File: src/rtl/ram_arbiter_pkg.sv
// Shared types and constants for the two-port RAM arbiter.
package ram_arbiter_pkg;

    typedef enum logic [1:0] {
        IDLE,
        BUSY,
        DONE
    } arb_state_e;

    localparam int unsigned NUM_PORTS     = 2;
    localparam int unsigned CNT_W         = 8;
    localparam logic [7:0]  TIMEOUT_RDATA = 8'hFF;

endpackage

File: src/rtl/ram_arb_rr.sv
// Combinational winner select: fixed (lowest index wins) or round-robin
// starting from the port after the last one granted.
module ram_arb_rr #(
    parameter int unsigned N              = 2,
    parameter bit          FIXED_PRIORITY = 1'b0,
    localparam int unsigned IW            = (N > 1) ? $clog2(N) : 1
) (
    input  logic [N-1:0]  req,
    input  logic [IW-1:0] last,
    output logic          valid,
    output logic [IW-1:0] gnt
);

    logic [IW-1:0] idx;

    always_comb begin
        valid = 1'b0;
        gnt   = '0;
        idx   = '0;
        for (int unsigned i = 0; i < N; i++) begin
            idx = FIXED_PRIORITY ? IW'(i) : IW'((32'(last) + 1 + i) % N);
            if (!valid && req[idx]) begin
                valid = 1'b1;
                gnt   = idx;
            end
        end
    end

endmodule

File: src/rtl/ram_arbiter.sv
// Serialises two requesters onto one byte-wide RAM port with a
// request/acknowledge handshake and a BUSY-state timeout.
module ram_arbiter
    import ram_arbiter_pkg::*;
#(
    parameter int unsigned ADDR_WIDTH     = 22,
    parameter bit          FIXED_PRIORITY = 1'b0,
    parameter int unsigned TIMEOUT        = 255
) (
    input  logic                  CLK,
    input  logic                  RESET_n,
    input  logic [1:0]            REQ,
    input  logic [1:0]            WE,
    input  logic [ADDR_WIDTH-1:0] ADDR0,
    input  logic [ADDR_WIDTH-1:0] ADDR1,
    input  logic [7:0]            WDATA0,
    input  logic [7:0]            WDATA1,
    output logic [1:0]            ACK,
    output logic [7:0]            RDATA0,
    output logic [7:0]            RDATA1,
    output logic [1:0]            ERR,
    output logic                  RAM_REQ,
    output logic                  RAM_WE,
    output logic [ADDR_WIDTH-1:0] RAM_ADDR,
    output logic [7:0]            RAM_WDATA,
    input  logic                  RAM_ACK,
    input  logic [7:0]            RAM_RDATA
);

    localparam logic [CNT_W-1:0] CNT_LAST = CNT_W'(TIMEOUT - 1);

    arb_state_e            state_q, state_d;
    logic                  grant_q, grant_d;
    logic                  last_q, last_d;
    logic [CNT_W-1:0]      cnt_q, cnt_d;
    logic                  ram_req_q, ram_req_d;
    logic                  ram_we_q, ram_we_d;
    logic [ADDR_WIDTH-1:0] ram_addr_q, ram_addr_d;
    logic [7:0]            ram_wdata_q, ram_wdata_d;
    logic [1:0]            ack_q, ack_d;
    logic [1:0]            err_q, err_d;
    logic [7:0]            rdata0_q, rdata0_d;
    logic [7:0]            rdata1_q, rdata1_d;

    logic       arb_valid;
    logic       arb_gnt;
    logic [7:0] done_rdata;

    ram_arb_rr #(
        .N              (NUM_PORTS),
        .FIXED_PRIORITY (FIXED_PRIORITY)
    ) u_arb (
        .req   (REQ),
        .last  (last_q),
        .valid (arb_valid),
        .gnt   (arb_gnt)
    );

    // Completion data: real RAM data wins over the timeout filler.
    assign done_rdata = RAM_ACK ? RAM_RDATA : TIMEOUT_RDATA;

    always_comb begin
        state_d     = state_q;
        grant_d     = grant_q;
        last_d      = last_q;
        cnt_d       = cnt_q;
        ram_req_d   = ram_req_q;
        ram_we_d    = ram_we_q;
        ram_addr_d  = ram_addr_q;
        ram_wdata_d = ram_wdata_q;
        ack_d       = '0;
        err_d       = '0;
        rdata0_d    = rdata0_q;
        rdata1_d    = rdata1_q;
        case (state_q)
            IDLE: begin
                if (arb_valid) begin
                    grant_d     = arb_gnt;
                    ram_we_d    = WE[arb_gnt];
                    ram_addr_d  = arb_gnt ? ADDR1 : ADDR0;
                    ram_wdata_d = arb_gnt ? WDATA1 : WDATA0;
                    cnt_d       = '0;
                    ram_req_d   = 1'b1;
                    state_d     = BUSY;
                end
            end
            BUSY: begin
                if (RAM_ACK || (cnt_q == CNT_LAST)) begin
                    state_d        = DONE;
                    ram_req_d      = 1'b0;
                    last_d         = grant_q;
                    ack_d[grant_q] = 1'b1;
                    err_d[grant_q] = !RAM_ACK;
                    if (!ram_we_q) begin
                        if (grant_q) rdata1_d = done_rdata;
                        else         rdata0_d = done_rdata;
                    end
                end else begin
                    cnt_d = cnt_q + 1'b1;
                end
            end
            DONE:    state_d = IDLE;
            default: state_d = IDLE;
        endcase
    end

    always_ff @(posedge CLK or negedge RESET_n) begin
        if (!RESET_n) begin
            state_q     <= IDLE;
            grant_q     <= 1'b0;
            last_q      <= 1'b1;
            cnt_q       <= '0;
            ram_req_q   <= 1'b0;
            ram_we_q    <= 1'b0;
            ram_addr_q  <= '0;
            ram_wdata_q <= '0;
            ack_q       <= '0;
            err_q       <= '0;
            rdata0_q    <= TIMEOUT_RDATA;
            rdata1_q    <= TIMEOUT_RDATA;
        end else begin
            state_q     <= state_d;
            grant_q     <= grant_d;
            last_q      <= last_d;
            cnt_q       <= cnt_d;
            ram_req_q   <= ram_req_d;
            ram_we_q    <= ram_we_d;
            ram_addr_q  <= ram_addr_d;
            ram_wdata_q <= ram_wdata_d;
            ack_q       <= ack_d;
            err_q       <= err_d;
            rdata0_q    <= rdata0_d;
            rdata1_q    <= rdata1_d;
        end
    end

    assign ACK       = ack_q;
    assign ERR       = err_q;
    assign RDATA0    = rdata0_q;
    assign RDATA1    = rdata1_q;
    assign RAM_REQ   = ram_req_q;
    assign RAM_WE    = ram_we_q;
    assign RAM_ADDR  = ram_addr_q;
    assign RAM_WDATA = ram_wdata_q;

endmodule

File: config.mk
export PLATFORM = sky130hd
export DESIGN_NAME = ram_arbiter
export DESIGN_NICKNAME = d
export VERILOG_FILES = /design/src/rtl/ram_arbiter_pkg.sv /design/src/rtl/ram_arb_rr.sv /design/src/rtl/ram_arbiter.sv
export SDC_FILE = /design/constraint.sdc
export NUM_CORES = 1
export LEC_CHECK = 0
export ABC_CLOCK_PERIOD_IN_PS = 2100
export CAP_MARGIN = 25
export CORE_AREA = 2 2 91 84
export DETAILED_ROUTE_END_ITERATION = 10
export DIE_AREA = 0 0 93 86
export GPL_TIMING_DRIVEN = 0
export MAX_ROUTING_LAYER = met4
export PLACE_DENSITY = 0.9
export SLEW_MARGIN = 25
export SYNTH_ARGS = -nofsm -noshare
export SYNTH_HDL_FRONTEND = slang
export SYNTH_HIERARCHICAL = 1
export SYNTH_SLANG_ARGS = --single-unit
File: constraint.sdc
create_clock -name CLK -period 2.1 [get_ports CLK]
set_input_delay 0.42 -clock CLK [delete_from_list [all_inputs] [get_ports CLK]]
set_output_delay 0.42 -clock CLK [all_outputs]
set_load 0.01 [all_outputs]
==> results.tsv, run 1 <==
stage	metric	value	unit
power	Power Total	5.888	mW
power	Clk pwr share	18.5	%
cts	TritonCTS Sinks	64	
critical_path	crit-path max cell delay	0.41	ns
global_routing	remaining global-route overflow	0	
timing	period utilization	92.71	%
routing	routed length per instance	14.76	um
cts	Root Driver	clkbuf_8	
synthesis	mux cell area share after synthesis	11.17	%
power	static leakage	1.896	nW
cells_and_area	layout cells sized above 1	11.36	%
global_routing	global-route wire length before repair	12.10	mm
power	Pwr Density	1314	nW/um2
placed_design	gpl congestion	0.8211	
synthesis	Synth Area in XOR/XNOR	0.3042	%
synthesis	synthesized area	2879	um2
timing	Final Max Slew Viols	0	
synthesis	yosys warns	6	
cts	Longest Clk Path Bufs	2	
cts	# H-tree levels	3	
synthesis	top cell type's share of synthesized area	40.85	%
critical_path	family with the most delay on the worst path	flip-flops	
cells_and_area	area occupied by multi-input gates	1172	um2
global_routing	largest net degree at the start of global routing	34	
cells_and_area	Layout area overhead	55.63	%
cts	CTS tree	done	
critical_path	Worst EP arrival	2.22	ns
critical_path	Worst Path Required	2.37	ns
cells_and_area	Layout fillers	563	
global_routing	vias in the first global route	2549	
power	VDD IR-drop max	714.2	uV
routing	Via density	5.058	
placed_design	placed inst area	4274	um2
timing	worst-margin pin slew	0.4782	ns
synthesis	syn_nets	339	
timing	normalized max-slew margin	68.12	%
cells_and_area	Final Core Density	64.31	%
timing	count of final setup violators	0	
status	status	completed	
critical_path	Setup CP Type	reg2reg	
power	sw frac	33.91	%
synthesis	Synth cell types	39	
cts	Setup Buffers After CTS	0	
placed_design	I/O Buffers	126	
cts	cts bufs inserted	9	
synthesis	top post-synthesis cells by area	dfrtp_1 41%, dfstp_2 16%, mux2i_1 11%	
placed_design	hpwl dp	5.623	mm
routing	# DRC	0	
critical_path	Critical Path End Type	register	
timing	min Tclk post-route	1.947	ns
synthesis	sequential element share of the synthesized area	56.37	%
timing	Setup Skew	0.01116	ns
synthesis	dominant cell type by area after synthesis	dfrtp_1	
critical_path	crit path cell chain	inv_1, ha_1, and3_1, a21oi_1, nand2b_1, clkbuf_1, mux2_2	
cts	clk_lat worst skew	0.34	ns
die	initial cell density of the core	41.33	%
cells_and_area	most common cell after layout, fill and taps aside	clkdlybuf4s50_1	
timing	hold_ws	0.0004187	ns
synthesis	complex-gate fraction of the synthesized area	15.08	%
timing	RSZ-0062 raised after global routing	no	
power	Pint	3.891	mW
cts	# hold bufs at CTS	0	
placed_design	pre-CTS WS	-0.1506	ns
die	die area	7998	um2
synthesis	ys flop type	dfrtp_1	
routing	post-route antenna net violation count	0	
die	Core ar.	6967	um2
timing	setup ws final	0.1531	ns
power	sequential power share	38.0	%
placed_design	# placed instances	482	
timing	achievable clock frequency	0.5136	GHz
die	Die Width	93	um
min_path	worst min-delay path class	in2async	
critical_path	critical path buffer and inverter count	2	
global_routing	initial antenna violation count	0	
synthesis	fraction of the mapped netlist area in simple logic gates	13.30	%
cells_and_area	Diodes inserted	0	
cts	clock-pin slew of the registers on the worst-case setup and hold paths	0.07	ns
routing	vias	2519	
timing	final hold viol count	0	
timing	final setup TNS	0	ns
cts	post_cts resized	0	
critical_path	Worst path slowest cell	dfrtp_1	
die	die outline height	86	um
critical_path	Critical Path Start Type	register	
cells_and_area	Non-Filler Instances	498	
cells_and_area	cell area after layout	4481	um2
routing	1st-iter DRT viols	153	
routing	Pre-antenna DRT Iters	4	
critical_path	Crit Path Max Fanout	7	
power	Comb pwr share	43.4	%
routing	final WL	7.349	mm
synthesis	Post-synth ARST share	100.0	%
synthesis	#FFs+latches synth	64	
synthesis	main combinational cell family by area after synthesis	compound AO/OA/AOI/OAI gates	
synthesis	EDFF count, synth	0	
synthesis	Avg Cell Area, Syn	10.99	um2
die	Ports	127	
global_routing	total global routing track utilization	20.21	%
die	std cell rows	29	
job	max cap viols	0	
synthesis	Mapped Cells	262	
synthesis	post-synthesis adder-cell area fraction	0.8692	%
cells_and_area	most frequent cells in the layout	125 x clkdlybuf4s50_1, 47 x dfrtp_1, 37 x nand2_1	
cells_and_area	Seq. cell area	1623	um2
power	P_sw	1.997	mW
cells_and_area	nets	477	
==> final cells by class <==
cell class	count	share of cell area, %
Sequential cell	64	36.22
Inverter	3	0.2513
Timing Repair Buffer	127	28.54
Multi-Input combinational cell	179	26.17
Buffer	16	1.620
Clock buffer	12	3.463
Clock inverter	4	1.145
Tap cell	93	2.597
==> logic make-up (layout without fill, tap and decap cells) <==
| kind of cell | Yosys count | after routing |
|---|---|---|
| compound gates | 68 | 68 |
| xor+xnor | 1 | 1 |
| fa+ha+maj | 2 | 2 |
| buf+inv | 19 | 162 |
| flops | 64 | 64 |
| mux | 32 | 32 |
| simple gates | 76 | 76 |
==> power groups by stage <==
stage | clock [mW] | combinational, mW | sequential [mW]
after global routing | 1.17 | 2.78 | 2.30
after CTS | 1.11 | 2.59 | 2.24
after detailed placement | 0 | 2.58 | 2.25
after floorplan | 0 | 0.959 | 2.44
after global placement | 0 | 2.50 | 2.22
final | 1.09 | 2.56 | 2.24
==> sequential cells by signal, indices dropped and copies added (netlist names) <==
name,cells
cnt_q,8
last_q,1
RDATA1,8
RAM_ADDR,22
RAM_WE,1
RAM_WDATA,8
ERR,2
ACK,2
RAM_REQ,1
state_q,2
RDATA0,8
grant_q,1
==> final timing paths <==
kind	startpoint	endpoint	slack, ns	depth (start not counted)
max in group asynchronous	RESET_n	last_q	1.53	2
max reg2reg	cnt_q[0]	last_q	0.15	7
min in group CLK	RAM_ADDR[14]	RAM_ADDR[14]	0.49	2
max	cnt_q[0]	last_q	0.15	7
min	RESET_n	RAM_ADDR[6]	0.0004	1
min reg2reg	RAM_ADDR[14]	RAM_ADDR[14]	0.49	2
==> Yosys cell counts (4+ instances only) <==
cell,number
a21oi_1,5
a2bb2oi_1,14
buf_2,4
clkbuf_1,10
dfrtp_1,47
dfstp_2,17
mux2i_1,31
nand2_1,37
nand3_1,8
nor2_1,8
nor2b_1,10
o21ai_0,36
==> routing by layer <==
metal	up-vias	GRT usage [%]	share of wire, %
li1	1194	-	-
met1	1217	24.43	41
met2	94	31.95	49
met3	14	6.503	8.1
met4	0	7.353	1.7
met5	-	-	0
==> worst reg2reg max path, delay by kind of cell, from the launching register on <==
family	cells	cell delay [ns]
compound gates	1	0.25
fa+ha+maj	1	0.19
buf+inv	2	0.32
flops	1	0.41
mux	1	0.38
simple gates	2	0.33
No activity file was read; power rests on OpenSTA's default activity.
==> run 2, diff against run 1 <==
--- a/config.mk
+++ b/config.mk
@@ -8,11 +8,12 @@
 export ABC_CLOCK_PERIOD_IN_PS = 2100
 export CAP_MARGIN = 25
 export CORE_AREA = 2 2 91 84
+export CTS_CLUSTER_SIZE = 8
 export DETAILED_ROUTE_END_ITERATION = 10
 export DIE_AREA = 0 0 93 86
 export GPL_TIMING_DRIVEN = 0
 export MAX_ROUTING_LAYER = met4
-export PLACE_DENSITY = 0.9
+export PLACE_DENSITY = 0.79
 export SLEW_MARGIN = 25
 export SYNTH_ARGS = -nofsm -noshare
 export SYNTH_HDL_FRONTEND = slang
==> results.tsv, run 2 (synthesis results as in run 1) <==
stage	metric	value	unit	change
critical_path	Critical Path Start Type	register		unchanged
routing	post-route antenna net violation count	0		unchanged
power	static leakage	1.880	nW	was 1.896 nW
critical_path	family with the most delay on the worst path	flip-flops		unchanged
die	initial cell density of the core	41.33	%	unchanged
critical_path	RR Endpoint	last_q		unchanged
critical_path	Worst Path Required	2.37	ns	about the same
global_routing	M3 GR Usage	8.260	%	was 6.503%
cts	TritonCTS Sinks	64		unchanged
global_routing	vias in the first global route	2582		was 2549
status	status	completed		unchanged
min_path	worst min-delay path class	in2async		unchanged
cts	clk_lat worst skew	0.34	ns	about the same
timing	worst-margin pin slew	0.4474	ns	was 0.4782 ns
critical_path	critical path buffer and inverter count	2		unchanged
cts	# hold bufs at CTS	0		unchanged
die	die outline height	86	um	unchanged
timing	final hold viol count	0		unchanged
cells_and_area	nets	477		unchanged
timing	count of final setup violators	0		unchanged
critical_path	Crit Path Max Fanout	7		unchanged
placed_design	hpwl dp	5.570	mm	was 5.623 mm
routing	1st-iter DRT viols	170		was 153
routing	vias	2458		was 2519
cells_and_area	max reg flops	22		unchanged
cells_and_area	Layout fillers	564		was 563
cells_and_area	most frequent cells in the layout	125 x clkdlybuf4s50_1, 47 x dfrtp_1, 37 x nand2_1		unchanged
cells_and_area	Final Core Density	63.95	%	was 64.31%
critical_path	worst r2r src	cnt_q[0]		unchanged
cts	Root Driver	clkbuf_8		unchanged
global_routing	initial antenna violation count	0		unchanged
global_routing	met2 usage	30.83	%	was 31.95%
cts	cts bufs inserted	9		unchanged
power	VDD IR-drop max	697.1	uV	was 714.2 uV
timing	setup ws final	0.1936	ns	was 0.1531 ns
cts	clock-pin slew of the registers on the worst-case setup and hold paths	0.07	ns	about the same
cells_and_area	layout cells sized above 1	10.62	%	was 11.36%
cts	CTS tree	done		unchanged
placed_design	I/O Buffers	126		unchanged
global_routing	remaining global-route overflow	0		unchanged
timing	achievable clock frequency	0.5245	GHz	was 0.5136 GHz
cells_and_area	Layout area overhead	54.76	%	was 55.63%
global_routing	Top Usage Layer GRT	met2		unchanged
global_routing	global-route wire length before repair	11.95	mm	was 12.10 mm
routing	# DRC	0		unchanged
timing	min Tclk post-route	1.906	ns	was 1.947 ns
placed_design	gpl congestion	0.7591		was 0.8211
die	Die Width	93	um	unchanged
placed_design	pre-CTS WS	-0.1914	ns	was -0.1506 ns
die	die area	7998	um2	unchanged
die	std cell rows	29		unchanged
cts	post_cts resized	0		unchanged
cts	Longest Clk Path Bufs	2		unchanged
critical_path	crit path cell chain	inv_1, ha_1, and3_1, a21oi_1, nand2b_1, clkbuf_1, mux2_2		unchanged
timing	Final Max Slew Viols	0		unchanged
critical_path	reg2reg setup slack	0.19	ns	was 0.15 ns
cells_and_area	most common cell after layout, fill and taps aside	clkdlybuf4s50_1		unchanged
routing	Pre-antenna DRT Iters	5		was 4
job	max cap viols	0		unchanged
global_routing	largest net degree at the start of global routing	35		was 34
cells_and_area	Diodes inserted	0		unchanged
critical_path	Worst EP arrival	2.18	ns	was 2.22 ns
global_routing	met1 GRT Util	23.77	%	was 24.43%
critical_path	Critical Path End Type	register		unchanged
routing	routed length per instance	14.67	um	was 14.76 um
timing	RSZ-0062 raised after global routing	no		unchanged
routing	Via density	4.936		was 5.058
die	Ports	127		unchanged
cts	Setup Buffers After CTS	0		unchanged
power	Pwr Density	1300	nW/um2	was 1314 nW/um2
critical_path	Setup CP Type	reg2reg		unchanged
timing	Setup Skew	0.006891	ns	was 0.01116 ns
timing	normalized max-slew margin	70.17	%	was 68.12%
timing	period utilization	90.78	%	was 92.71%
timing	final setup TNS	0	ns	unchanged
critical_path	crit-path max cell delay	0.41	ns	about the same
critical_path	Worst path slowest cell	dfrtp_1		unchanged
critical_path	reg2reg path depth	7		unchanged
die	Core ar.	6967	um2	unchanged
cts	# H-tree levels	3		unchanged
routing	final WL	7.305	mm	was 7.349 mm
global_routing	total global routing track utilization	20.06	%	was 20.21%
## run 2: cell count changes in the layout (fill, tap and decap cells not counted), sizes merged
cell | previous run | this run
clkbuf | 22 | 23
inv | 4 | 3
## run 2: final cells by class
cell class                 count  area, um2  share of cell area, %
multi-input combinational    179       1172                  26.31
clock inverter                 3      42.54                 0.9548
inverter                       3      11.26                 0.2527
clock buffer                  13      138.9                  3.117
buffer                        16      72.57                  1.629
tap                           93      116.4                  2.612
timing repair buffer         127       1279                  28.70
sequential                    64       1623                  36.42
## run 2: how the worst max path moves through the flow
| stage | start | to | slack [ns] | cells after the start |
|---|---|---|---|---|
| after floorplan | cnt_q[0] | last_q | 0.39 | 7 |
| after global placement | RESET_n | RAM_ADDR[16] | -1.40 | 1 |
| after detailed placement | REQ[1] | RAM_ADDR[14] | -0.19 | 7 |
| after CTS | REQ[1] | RAM_ADDR[14] | 0.17 | 7 |
| after global routing | REQ[1] | RAM_WE | 0.01 | 7 |
| final | cnt_q[0] | last_q | 0.19 | 7 |
## run 2: where the power goes
group | switching [mW] | internal (mW)
Clock | 0.459 | 0.548
Combinational | 1.14 | 1.39
Sequential | 0.364 | 1.89
Total | 1.97 | 3.82
## run 2: through the flow
stage / hold WS (ns) / instances / area, um2 / power (mW)
after global routing: 0.03003 / 498 / 4456 / 6.152
after detailed placement: 0.3877 / 482 / 4274 / 4.827
after CTS: 0.01550 / 498 / 4456 / 5.846
after global placement: 0.4593 / 481 / 4257 / 4.752
after floorplan: 0.1244 / 262 / 2879 / 3.395
final: 0.004925 / 498 / 4456 / 5.791
## run 2: layer usage
| layer | vias to the layer above | part of all wire, % |
|---|---|---|
| li1 | 1199 | - |
| met1 | 1147 | 42 |
| met5 | - | 0 |
| met2 | 99 | 48 |
| met4 | 0 | 1.9 |
| met3 | 13 | 8.5 |
